===== config.mk =====
export PLATFORM = sky130hd
export DESIGN_NAME = boot_loader
export DESIGN_NICKNAME = d
export VERILOG_FILES = /design/src/rtl/boot_loader.sv
export SDC_FILE = /design/constraint.sdc
export NUM_CORES = 1
export LEC_CHECK = 0
export CAP_MARGIN = 40
export CELL_PAD_IN_SITES_DETAIL_PLACEMENT = 1
export CELL_PAD_IN_SITES_GLOBAL_PLACEMENT = 1
export CORE_ASPECT_RATIO = 0.6
export CORE_MARGIN = 2
export CORE_UTILIZATION = 42
export DETAILED_ROUTE_END_ITERATION = 8
export GPL_TIMING_DRIVEN = 0
export PLACE_DENSITY_LB_ADDON = 0.1
export SLEW_MARGIN = 25
export SYNTH_ARGS = -nofsm -noshare
export SYNTH_HDL_FRONTEND = slang
export SYNTH_SLANG_ARGS = --single-unit

===== constraint.sdc =====
create_clock -name clk -period 3 [get_ports clk]
set_input_delay 0.3 -clock clk [delete_from_list [all_inputs] [get_ports clk]]
set_output_delay 0.3 -clock clk [all_outputs]
set_load 0.02 [all_outputs]

===== src/rtl/boot_loader.sv =====
// Byte-stream boot loader: fills instruction memory with big-endian 16-bit words,
// verifies a trailing mod-256 checksum, then releases the cpu from reset.
module boot_loader #(
    parameter logic [15:0] BASE_ADDR = 16'h0000,
    parameter int          MAX_WORDS = 256
) (
    input  logic        clk,
    input  logic        rst,
    input  logic [7:0]  in_data,
    input  logic        in_valid,
    output logic        in_ready,
    input  logic        reload,
    output logic        mem_we,
    output logic [15:0] mem_addr,
    output logic [15:0] mem_wdata,
    output logic        cpu_rst,
    output logic        done,
    output logic        err,
    output logic [15:0] words_loaded
);

    typedef enum logic [2:0] {
        S_LEN_HI,
        S_LEN_LO,
        S_DATA_HI,
        S_DATA_LO,
        S_CHK,
        S_DONE,
        S_ERR
    } state_t;

    localparam logic [15:0] MAX_W = 16'(MAX_WORDS);

    state_t      state_q, state_d;
    logic [15:0] count_q, count_d;
    logic [7:0]  hi_q, hi_d;
    logic [7:0]  sum_q, sum_d;
    logic [15:0] words_q, words_d;
    logic        mem_we_q, mem_we_d;
    logic [15:0] mem_addr_q, mem_addr_d;
    logic [15:0] mem_wdata_q, mem_wdata_d;
    logic        in_ready_q, in_ready_d;
    logic        cpu_rst_q, cpu_rst_d;
    logic        done_q, done_d;
    logic        err_q, err_d;

    logic        accept;
    logic [15:0] new_count;

    assign accept    = in_valid && in_ready_q;
    assign new_count = {count_q[15:8], in_data};

    always_comb begin
        state_d     = state_q;
        count_d     = count_q;
        hi_d        = hi_q;
        sum_d       = sum_q;
        words_d     = words_q;
        mem_we_d    = 1'b0;
        mem_addr_d  = mem_addr_q;
        mem_wdata_d = mem_wdata_q;

        case (state_q)
            S_LEN_HI: begin
                if (accept) begin
                    count_d = {in_data, count_q[7:0]};
                    sum_d   = sum_q + in_data;
                    state_d = S_LEN_LO;
                end
            end
            S_LEN_LO: begin
                if (accept) begin
                    count_d = new_count;
                    sum_d   = sum_q + in_data;
                    if (new_count > MAX_W) begin
                        state_d = S_ERR;
                    end else if (new_count == 16'd0) begin
                        state_d = S_CHK;
                    end else begin
                        state_d = S_DATA_HI;
                    end
                end
            end
            S_DATA_HI: begin
                if (accept) begin
                    hi_d    = in_data;
                    sum_d   = sum_q + in_data;
                    state_d = S_DATA_LO;
                end
            end
            S_DATA_LO: begin
                if (accept) begin
                    mem_we_d    = 1'b1;
                    mem_wdata_d = {hi_q, in_data};
                    // Address uses the pre-increment index; 16-bit add wraps naturally.
                    mem_addr_d  = BASE_ADDR + words_q;
                    words_d     = words_q + 16'd1;
                    sum_d       = sum_q + in_data;
                    state_d     = (words_d == count_q) ? S_CHK : S_DATA_HI;
                end
            end
            S_CHK: begin
                if (accept) begin
                    state_d = (in_data == sum_q) ? S_DONE : S_ERR;
                end
            end
            S_DONE, S_ERR: begin
                if (reload) begin
                    state_d = S_LEN_HI;
                    words_d = 16'd0;
                    sum_d   = 8'd0;
                    count_d = 16'd0;
                end
            end
            default: begin
                state_d = S_LEN_HI;
            end
        endcase

        // Status flags are derived from the next state so they line up with it.
        in_ready_d = (state_d != S_DONE) && (state_d != S_ERR);
        done_d     = (state_d == S_DONE);
        err_d      = (state_d == S_ERR);
        cpu_rst_d  = (state_d != S_DONE);
    end

    always_ff @(posedge clk or posedge rst) begin
        if (rst) begin
            state_q     <= S_LEN_HI;
            count_q     <= 16'd0;
            hi_q        <= 8'd0;
            sum_q       <= 8'd0;
            words_q     <= 16'd0;
            mem_we_q    <= 1'b0;
            mem_addr_q  <= BASE_ADDR;
            mem_wdata_q <= 16'd0;
            in_ready_q  <= 1'b1;
            cpu_rst_q   <= 1'b1;
            done_q      <= 1'b0;
            err_q       <= 1'b0;
        end else begin
            state_q     <= state_d;
            count_q     <= count_d;
            hi_q        <= hi_d;
            sum_q       <= sum_d;
            words_q     <= words_d;
            mem_we_q    <= mem_we_d;
            mem_addr_q  <= mem_addr_d;
            mem_wdata_q <= mem_wdata_d;
            in_ready_q  <= in_ready_d;
            cpu_rst_q   <= cpu_rst_d;
            done_q      <= done_d;
            err_q       <= err_d;
        end
    end

    assign in_ready     = in_ready_q;
    assign mem_we       = mem_we_q;
    assign mem_addr     = mem_addr_q;
    assign mem_wdata    = mem_wdata_q;
    assign cpu_rst      = cpu_rst_q;
    assign done         = done_q;
    assign err          = err_q;
    assign words_loaded = words_q;

endmodule


==> After elaboration in Yosys (flattened, before gate mapping) <==
Cells that the tools add are included.
{ "totals": {"elab_cells": 73, "reg_bits": 88, "input_bits": 12, "out_inout_bits": 53} }
{ "op_classes": {"magnitude_cmp": 1, "eq_ne": 17, "add_sub_neg": 2, "n_mux": 22, "bitwise": 2, "n_reduce_logical": 16} }
{ "op_table": {"columns": ["cell", "count"], "rows": [
  ["16-bit 2-to-1 mux", 3],
  ["16-bit one-hot mux with 3 select lines", 1],
  ["16-bit one-hot mux with 2 select lines", 1],
  ["3-bit 2-to-1 mux", 9],
  ["8-bit 2-to-1 mux", 3],
  ["3-bit one-hot mux with 6 select lines", 1],
  ["16-bit by 1-bit adder with 16-bit output, second input constant", 1],
  ["16-bit equality test", 1],
  ["16-bit by 9-bit greater-than comparator with 1-bit output, second input constant", 1],
  ["16-bit zero test", 1],
  ["8-bit one-hot mux with 2 select lines", 1],
  ["3-bit equality test, second input constant", 5],
  ["8-bit adder", 1],
  ["8-bit equality test", 1],
  ["2-bit inequality test, second input constant", 4],
  ["4-bit AND reduction", 2],
  ["2-bit nonzero test", 4],
  ["3-bit by 2-bit equality test with 1-bit output, second input constant", 2],
  ["3-bit inequality test, second input constant", 2],
  ["3-bit AND reduction", 2],
  ["2-bit AND reduction", 2],
  ["4-bit OR reduction", 1],
  ["3-bit by 1-bit equality test with 1-bit output, second input constant", 1],
  ["3-bit zero test", 1],
  ["other kinds (6)", 9]
]} }

==> Depth between registers and ports, before layout <==
Gate-level depths: netlist of run 1.
{ "depth": {"ltp_word": 7, "ltp_mapped": 8} }

==> Least setup slack after synthesis of run 1 <==
No wires, ideal clock.
{ "synth_path": {"path_kind": "register -> register", "from": "reg words_q[0] (netlist: words_loaded[0])", "to": "reg state_q[1]", "path_buffers": 1, "t_arrival_ns": 2.230, "setup_slack_ns": 0.644, "t_required_ns": 2.874, "stages_incl_launch_ff": 9, "cell_sequence": "dfrtp_1 ha_1 and3_1 clkbuf_1 a31oi_1 o22ai_1 a2111oi_0 nand4_1 a221o_1"} }
{ "synth_via": {"elab_chain_cells": 5} }
{ "synth_rtl": {"columns": ["element", "line", "rtl"], "rows": [
  ["start: declaration", "38", "logic [15:0] words_q, words_d;"],
  ["start signal: assignment", "146", "words_q <= words_d;"],
  ["16-bit by 1-bit adder with 16-bit output", "97", "words_d = words_q + 16'd1;"],
  ["16-bit equality test", "99", "state_d = (words_d == count_q) ? S_CHK : S_DATA_HI;"],
  ["3-bit 2-to-1 mux", "99", null],
  ["3-bit 2-to-1 mux", "92", "if (accept) begin"],
  ["3-bit one-hot mux with 6 select lines", "63", "case (state_q)"],
  ["net state_d[1]", "34", "state_t state_q, state_d;"],
  ["end signal: assignment", "142", "state_q <= state_d;"],
  ["end: declaration", "34", null]
]} }
The timed path passes the listed nets, and every way through them passes these cells.
A chain may end at the register's enable or synchronous reset.

==> Worst setup path after layout of run 1 <==
{ "layout_path": {"from": "in in_data[4]", "to": "reg in_ready_q (netlist: in_ready)"} }
{ "layout_via": {"elab_chain_cells": 7} }
{ "layout_rtl": {"columns": ["element", "line", "rtl"], "rows": [
  ["start: declaration", "9", "input logic [7:0] in_data,"],
  ["parallel branches: the longest is 4 deep, another holds 16-bit by 9-bit greater-than comparator with 1-bit output", null, null],
  ["3-bit one-hot mux with 6 select lines (*)", "63", null],
  ["3-bit inequality test", "121", "in_ready_d = (state_d != S_DONE) && (state_d != S_ERR);"],
  ["1-bit logical AND (*)", "121", null],
  ["net in_ready_d", "42", "logic in_ready_q, in_ready_d;"],
  ["end signal: assignment", "150", "in_ready_q <= in_ready_d;"],
  ["end: declaration", "42", null]
]} }
Mark *: on every way through the listed nets, which the timed path passes.

==> impl_metrics.py, run 1 <==
metrics = {
    "logic_synthesis": {
        "synth_compound_area_frac": 0.132,
        "ys_types": 56,
        "ys_seq_area_frac": 0.479,
        "synth.area.mux_share": 0.0239,
        "ys_ff_latch": 88,
        "yosys.area_share.simple": 0.237,
        "avgSynthCellArea_um2": 9.12,
        "async_reset_ff_frac": 1.00,
        "synth_edf_count": 0,
        "synth_cells": 504,
        "synthAdderAreaFrac": 0.0261,
        "syn_nets": 525,
        "yosysWarnings": 0,
        "synthXorXnorAreaFrac": 0.0563,
        "synth_area_um2": 4600,
        "synth_top_family_by_area": "simple AND/OR/NAND/NOR gates",
        "synth_flop_cell": "dfrtp_1",
    },
    "final_layout": {
        "final_common_cell": "nand2_1",
        "final_cell_mix": "nand2_1 (125), dfrtp_1 (86), clkdlybuf4s50_1 (63)",
        "drive_gt1_frac": 0.0942,
        "nNetsFinal": 600,
        "area_growth_pct": 25.4,
        "postLayoutCoreUtil": 0.543,
        "diodes": 0,
    },
    "clock_tree": {
        "clk_pin_slew_ns": 0.07,
        "ctsHoldBuffers": 0,
        "cts.sinks": 88,
        "cts_buffers": 9,
        "h-tree-depth": 3,
        "cts_buffer_depth": 2,
        "cts_tree": "yes",
        "clock_latency_ns": 0.35,
        "clockRootBuffer": "clkbuf_16",
        "post_cts_buffers": 0,
    },
    "timing": {
        "slew_violations": 0,
        "setup-violations-final": 0,
        "worst_pin_slew_ns": 0.696,
        "skew_ns": 0.0118,
        "tns_ns": 0,
        "fmax_mhz": 370,
        "period_share": 0.901,
        "hold_viol_final": 0,
        "slew_headroom": 0.534,
        "setup_ws_ns": 0.298,
        "rsz0062_at_grt": "no",
        "fin_crit_ns": 2.70,
    },
    "job": {
        "max_cap_violations": 0,
    },
    "critical_path": {
        "critical_path_arrival_ns": 2.96,
        "crit_type": "in2reg",
        "cp.required_ns": 3.26,
        "crit_fanout": 6,
        "cp-start-kind": "primary input",
        "end_kind": "flip-flop",
    },
    "global_route": {
        "grt_max_degree": 49,
        "overflow": 0,
        "antenna_found_initial": 0,
        "grtUsageTotal": 0.248,
        "grt_pass1_wl_mm": 22.7,
        "grt_pass1_vias": 4155,
    },
    "drt": {
        "wl_per_cell_um": 19.2,
        "firstDrtPassIters": 4,
        "drt_wl_total_mm": 13.9,
        "vias": 4023,
        "vias_per_cell": 5.56,
        "final_antenna_net_count": 0,
        "drt_iter0_drc": 194,
        "remaining_drc_errors": 0,
    },
    "power": {
        "power.density_nw_per_um2": 890,
        "ir_worst_vdd_uv": 503,
        "p_leak_nw": 2.64,
    },
    "die": {
        "design.core.area_um2": 10600,
        "dieHeight_um": 85.1,
        "fp-row-count": 29,
        "die_x_um": 139,
        "io-pin-count": 65,
        "fp.dieArea_um2": 11800,
        "start_util": 0.433,
    },
    "run_status": {
        "status": "finished clean",
    },
    "placed_design": {
        "routabilityCongestion": 0.849,
        "portBuffers": 63,
        "post-place-ws_ns": -0.319,
        "hpwl_mm": 9.97,
    },
    "min_path": {
        "hold_path.class": "in2reg",
    },
}
==> final timing paths <==
kind / startpoint / end / slack, ns / cells after the start
max in group asynchronous: rst / in_ready / 2.03 / 3
min: in_data[7] / mem_wdata[7] / 0.31 / 3
min in group asynchronous: rst / mem_wdata[3] / 0.33 / 2
min reg2reg: mem_addr[1] / mem_addr[1] / 0.48 / 2
max reg2reg: words_loaded[0] / state_q[1] / 0.30 / 7
max: in_data[4] / in_ready / 0.30 / 8
==> cell usage after synthesis, types with 5 or more instances <==
master    instances  area, um2
nand2_1         125        469
dfrtp_1          86       2150
o21ai_0          36        180
nand3_1          25        125
nor2_1           23       86.3
xnor2_1          21        184
clkbuf_1         18       67.6
inv_1            17       63.8
a21oi_1          16       80.1
a22o_1            8       70.1
ha_1              8        100
mux2_2            8       90.1
nor4_1            8       50.1
buf_2             7       35.0
nor2b_1           7       43.8
xor2_1            6       52.6
nor3_1            5       25.0
o22ai_1           5       31.3
==> sequential cells by signal, summed over array words and instances, names as in the netlist <==
register and flops:
count_q 16, hi_q 8, err 1, done 1, mem_we 1, in_ready 1
cpu_rst 1, mem_addr 16, sum_q 8, mem_wdata 16, state_q 3, words_loaded 16
==> what timing repair did <==
item,4_1_cts,5_1_grt
gates resized for setup,1,5
pin swaps,0,0
endpoints found under the hold margin,0,0
cloned,0,0
endpoints found under the setup margin,1,13
==> layer usage <==
layer,share of wire,wire [um],GRT usage,vias to the layer above
met5,0,0,0,-
met4,0.0038,53,0.0588,0
met3,0.056,778,0.0497,4
met2,0.45,6190,0.377,105
met1,0.49,6860,0.367,2035
li1,-,-,-,1879
==> cells by family (layout without fill, tap and decap cells) <==
logic type	Yosys count	count (layout)
fa+ha+maj	9	9
compound gates	95	95
xor+xnor	28	28
buf+inv	49	129
simple gates	225	225
mux	10	10
flops	88	88
==> where the power goes <==
part | leakage [nW] | internal, mW | switching [mW]
clock | 0.159 | 0.737 | 0.503
combinational | 1.33 | 0.892 | 1.20
sequential | 1.15 | 1.55 | 0.260
total | 2.64 | 3.17 | 1.96
==> critical path, stage by stage <==
cell	delay, ns
clkdlybuf4s50_1	0.60
ha_1	0.50
nor3_1	0.06
and3_1	0.21
o41ai_2	0.47
mux2i_1	0.13
a221oi_1	0.59
nor2_1	0.09
==> layout make-up <==
type                            instances  area [um2]
Multi-Input combinational cell        367        2200
Timing Repair Buffer                   64         658
Tap cell                              139         174
Clock inverter                          6        90.1
Buffer                                 32         146
Sequential cell                        88        2200
Clock buffer                           10         229
Fill cell                            1241        4860
Inverter                               17        68.8
==> metrics by stage <==
step | power [mW] | hold slack [ns] | area (um2) | cells
after floorplan | 3.13 | 0.405 | 4600 | 504
after global placement | 3.76 | 0.448 | 5400 | 706
after detailed placement | 3.89 | 0.459 | 5440 | 707
after CTS | 5.15 | 0.303 | 5760 | 723
after global routing | 5.46 | 0.308 | 5770 | 723
final | 5.13 | 0.310 | 5770 | 723
(Power assumes the default switching activity.)
==> inputs of run 2 (changes only) <==
--- a/config.mk
+++ b/config.mk
@@ -14,6 +14,7 @@
 export DETAILED_ROUTE_END_ITERATION = 8
 export GPL_TIMING_DRIVEN = 0
 export PLACE_DENSITY_LB_ADDON = 0.1
+export SETUP_SLACK_MARGIN = 0.3
 export SLEW_MARGIN = 25
 export SYNTH_ARGS = -nofsm -noshare
 export SYNTH_HDL_FRONTEND = slang
==> run 2 against run 1 <==
- hold slack worse by 0.0078 ns
- utilization up 0.40 points
- flip-flop and latch count is the same
- clock skew about the same
- total power rose by 1.1%
- clock power barely moved
- global-route usage unchanged
- first-iteration DRC count grew 1.0%
- largest power group unchanged
- highest routed layer unchanged
==> impl_metrics.py, run 2 (same netlist as run 1, synthesis figures left out) <==
metrics = {
    "timing": {
        "rsz0062_at_grt": "no",
        "fin_crit_ns": 2.51,
        "slew_violations": 0,
        "period_share": 0.837,
        "setup_ws_ns": 0.490,
        "fmax_mhz": 398,
        "slew_headroom": 0.525,
        "skew_ns": 0.0113,
        "hold_viol_final": 0,
        "setup-violations-final": 0,
        "worst_pin_slew_ns": 0.709,
    },
    "placed_design": {
        "routabilityCongestion": 0.849,
        "post-place-ws_ns": -0.319,
        "placed_cells": 707,
        "hpwl_mm": 9.97,
        "portBuffers": 63,
    },
    "clock_tree": {
        "cts.sinks": 88,
        "clock_latency_ns": 0.36,
        "cts_buffer_depth": 2,
        "cts_tree": "yes",
        "clk_pin_slew_ns": 0.07,
        "clockRootBuffer": "clkbuf_16",
        "cts_buffers": 9,
        "h-tree-depth": 3,
        "post_cts_buffers": 0,
    },
    "critical_path": {
        "startpoint": "in_data[3]",
        "crit_type": "in2reg",
        "crit_fanout": 6,
        "r2r-start": "words_loaded[0]",
        "critPathCapture": "in_ready",
        "r2r_slack_ns": 0.52,
        "slowest_delay_ns": 0.61,
        "cp.required_ns": 3.27,
        "slowest_stage": "clkdlybuf4s50_1",
        "r2r_cells": 8,
        "cp-start-kind": "primary input",
        "critical_path_arrival_ns": 2.78,
        "r2r_end": "state_q[1]",
        "end_kind": "flip-flop",
        "worstPathCellList": "clkdlybuf4s50_1 > ha_1 > nor4_1 > and3_1 > o41ai_2 > mux2i_1 > a221oi_2 > nor2_1",
    },
    "drt": {
        "firstDrtPassIters": 4,
        "vias": 4044,
        "drt_wl_total_mm": 14.0,
        "remaining_drc_errors": 0,
        "vias_per_cell": 5.59,
        "wl_per_cell_um": 19.3,
        "final_antenna_net_count": 0,
        "drt_iter0_drc": 196,
    },
    "final_layout": {
        "final_common_cell": "nand2_1",
        "diodes": 0,
        "postLayoutCoreUtil": 0.547,
        "area_growth_pct": 26.4,
        "fin_cells": 723,
        "drive_gt1_frac": 0.108,
        "nNetsFinal": 600,
        "final_cell_mix": "nand2_1 (125), dfrtp_1 (86), clkdlybuf4s50_1 (63)",
    },
    "power": {
        "ir_worst_vdd_uv": 504,
        "power.density_nw_per_um2": 894,
        "p_leak_nw": 2.65,
        "total_power_mw": 5.19,
    },
    "global_route": {
        "overflow": 0,
        "grt_pass1_wl_mm": 22.7,
        "grtUsageTotal": 0.248,
        "grt_pass1_vias": 4154,
        "antenna_found_initial": 0,
        "grt_max_degree": 49,
    },
    "die": {
        "die_x_um": 139,
        "start_util": 0.433,
        "dieHeight_um": 85.1,
        "design.core.area_um2": 10600,
        "io-pin-count": 65,
        "fp-row-count": 29,
        "fp.dieArea_um2": 11800,
    },
    "run_status": {
        "status": "finished clean",
    },
    "min_path": {
        "whs_path_depth": 3,
        "hold_path.class": "in2reg",
    },
    "job": {
        "max_cap_violations": 0,
    },
}
## run 2: cell count changes in the layout (fill, tap and decap cells not counted), sizes merged
cell / delta
buf: +1
clkbuf: -1
## run 2: worst max-delay path: cells and delay by family
kind | cells | cell delay, ns
AO/OA/AOI/OAI | 2 | 0.89
multiplexers | 1 | 0.17
buffers and inverters | 1 | 0.61
AND/OR/NAND/NOR | 3 | 0.35
adder cells (fa/ha/maj) | 1 | 0.47
## run 2: stage by stage
stage,setup TNS (ns),area [um2],hold WS (ns)
after floorplan,0,4600,0.405
after global placement,-90.49,5400,0.448
after detailed placement,-3.36,5440,0.459
after CTS,0,5770,0.303
after global routing,0,5810,0.308
final,0,5810,0.302
## run 2: cell type report
type,count,area (um2)
sequential,88,2200
clock buffer,10,229
buffer,32,148
tap,139,174
clock inverter,6,90.1
inverter,17,68.8
multi-input combinational,367,2240
fill,1235,4820
timing repair buffer,64,658
## run 2: power breakdown
part	switching (mW)	internal (mW)	total (mW)
clock network	0.508	0.737	1.25
registers	0.266	1.55	1.81
logic	1.22	0.914	2.14
total	2.00	3.20	5.19
## run 2: metal layers
| metal | global-route usage | up-vias | part of all wire |
|---|---|---|---|
| met5 | 0 | - | 0 |
| met4 | 0.0588 | 0 | 0.0071 |
| met3 | 0.0491 | 8 | 0.048 |
| met2 | 0.379 | 104 | 0.45 |
| met1 | 0.366 | 2053 | 0.49 |
| li1 | - | 1879 | - |
## run 2: repair_timing
item	in CTS	in global routing
hold endpoints to repair	0	0
cloned	0	0
hold buffers	0	0
resized for setup	6	10
setup endpoints to repair	23	26
## run 2: how the worst min path moves through the flow
stage | startpoint | to | slack [ns]
floorplan | in_data[0] | mem_wdata[0] | 0.41
global placement | hi_q[6] | mem_wdata[14] | 0.45
detailed placement | hi_q[5] | mem_wdata[13] | 0.46
CTS | in_data[7] | mem_wdata[7] | 0.30
global route | in_data[7] | mem_wdata[7] | 0.31
finish | in_data[7] | mem_wdata[7] | 0.30
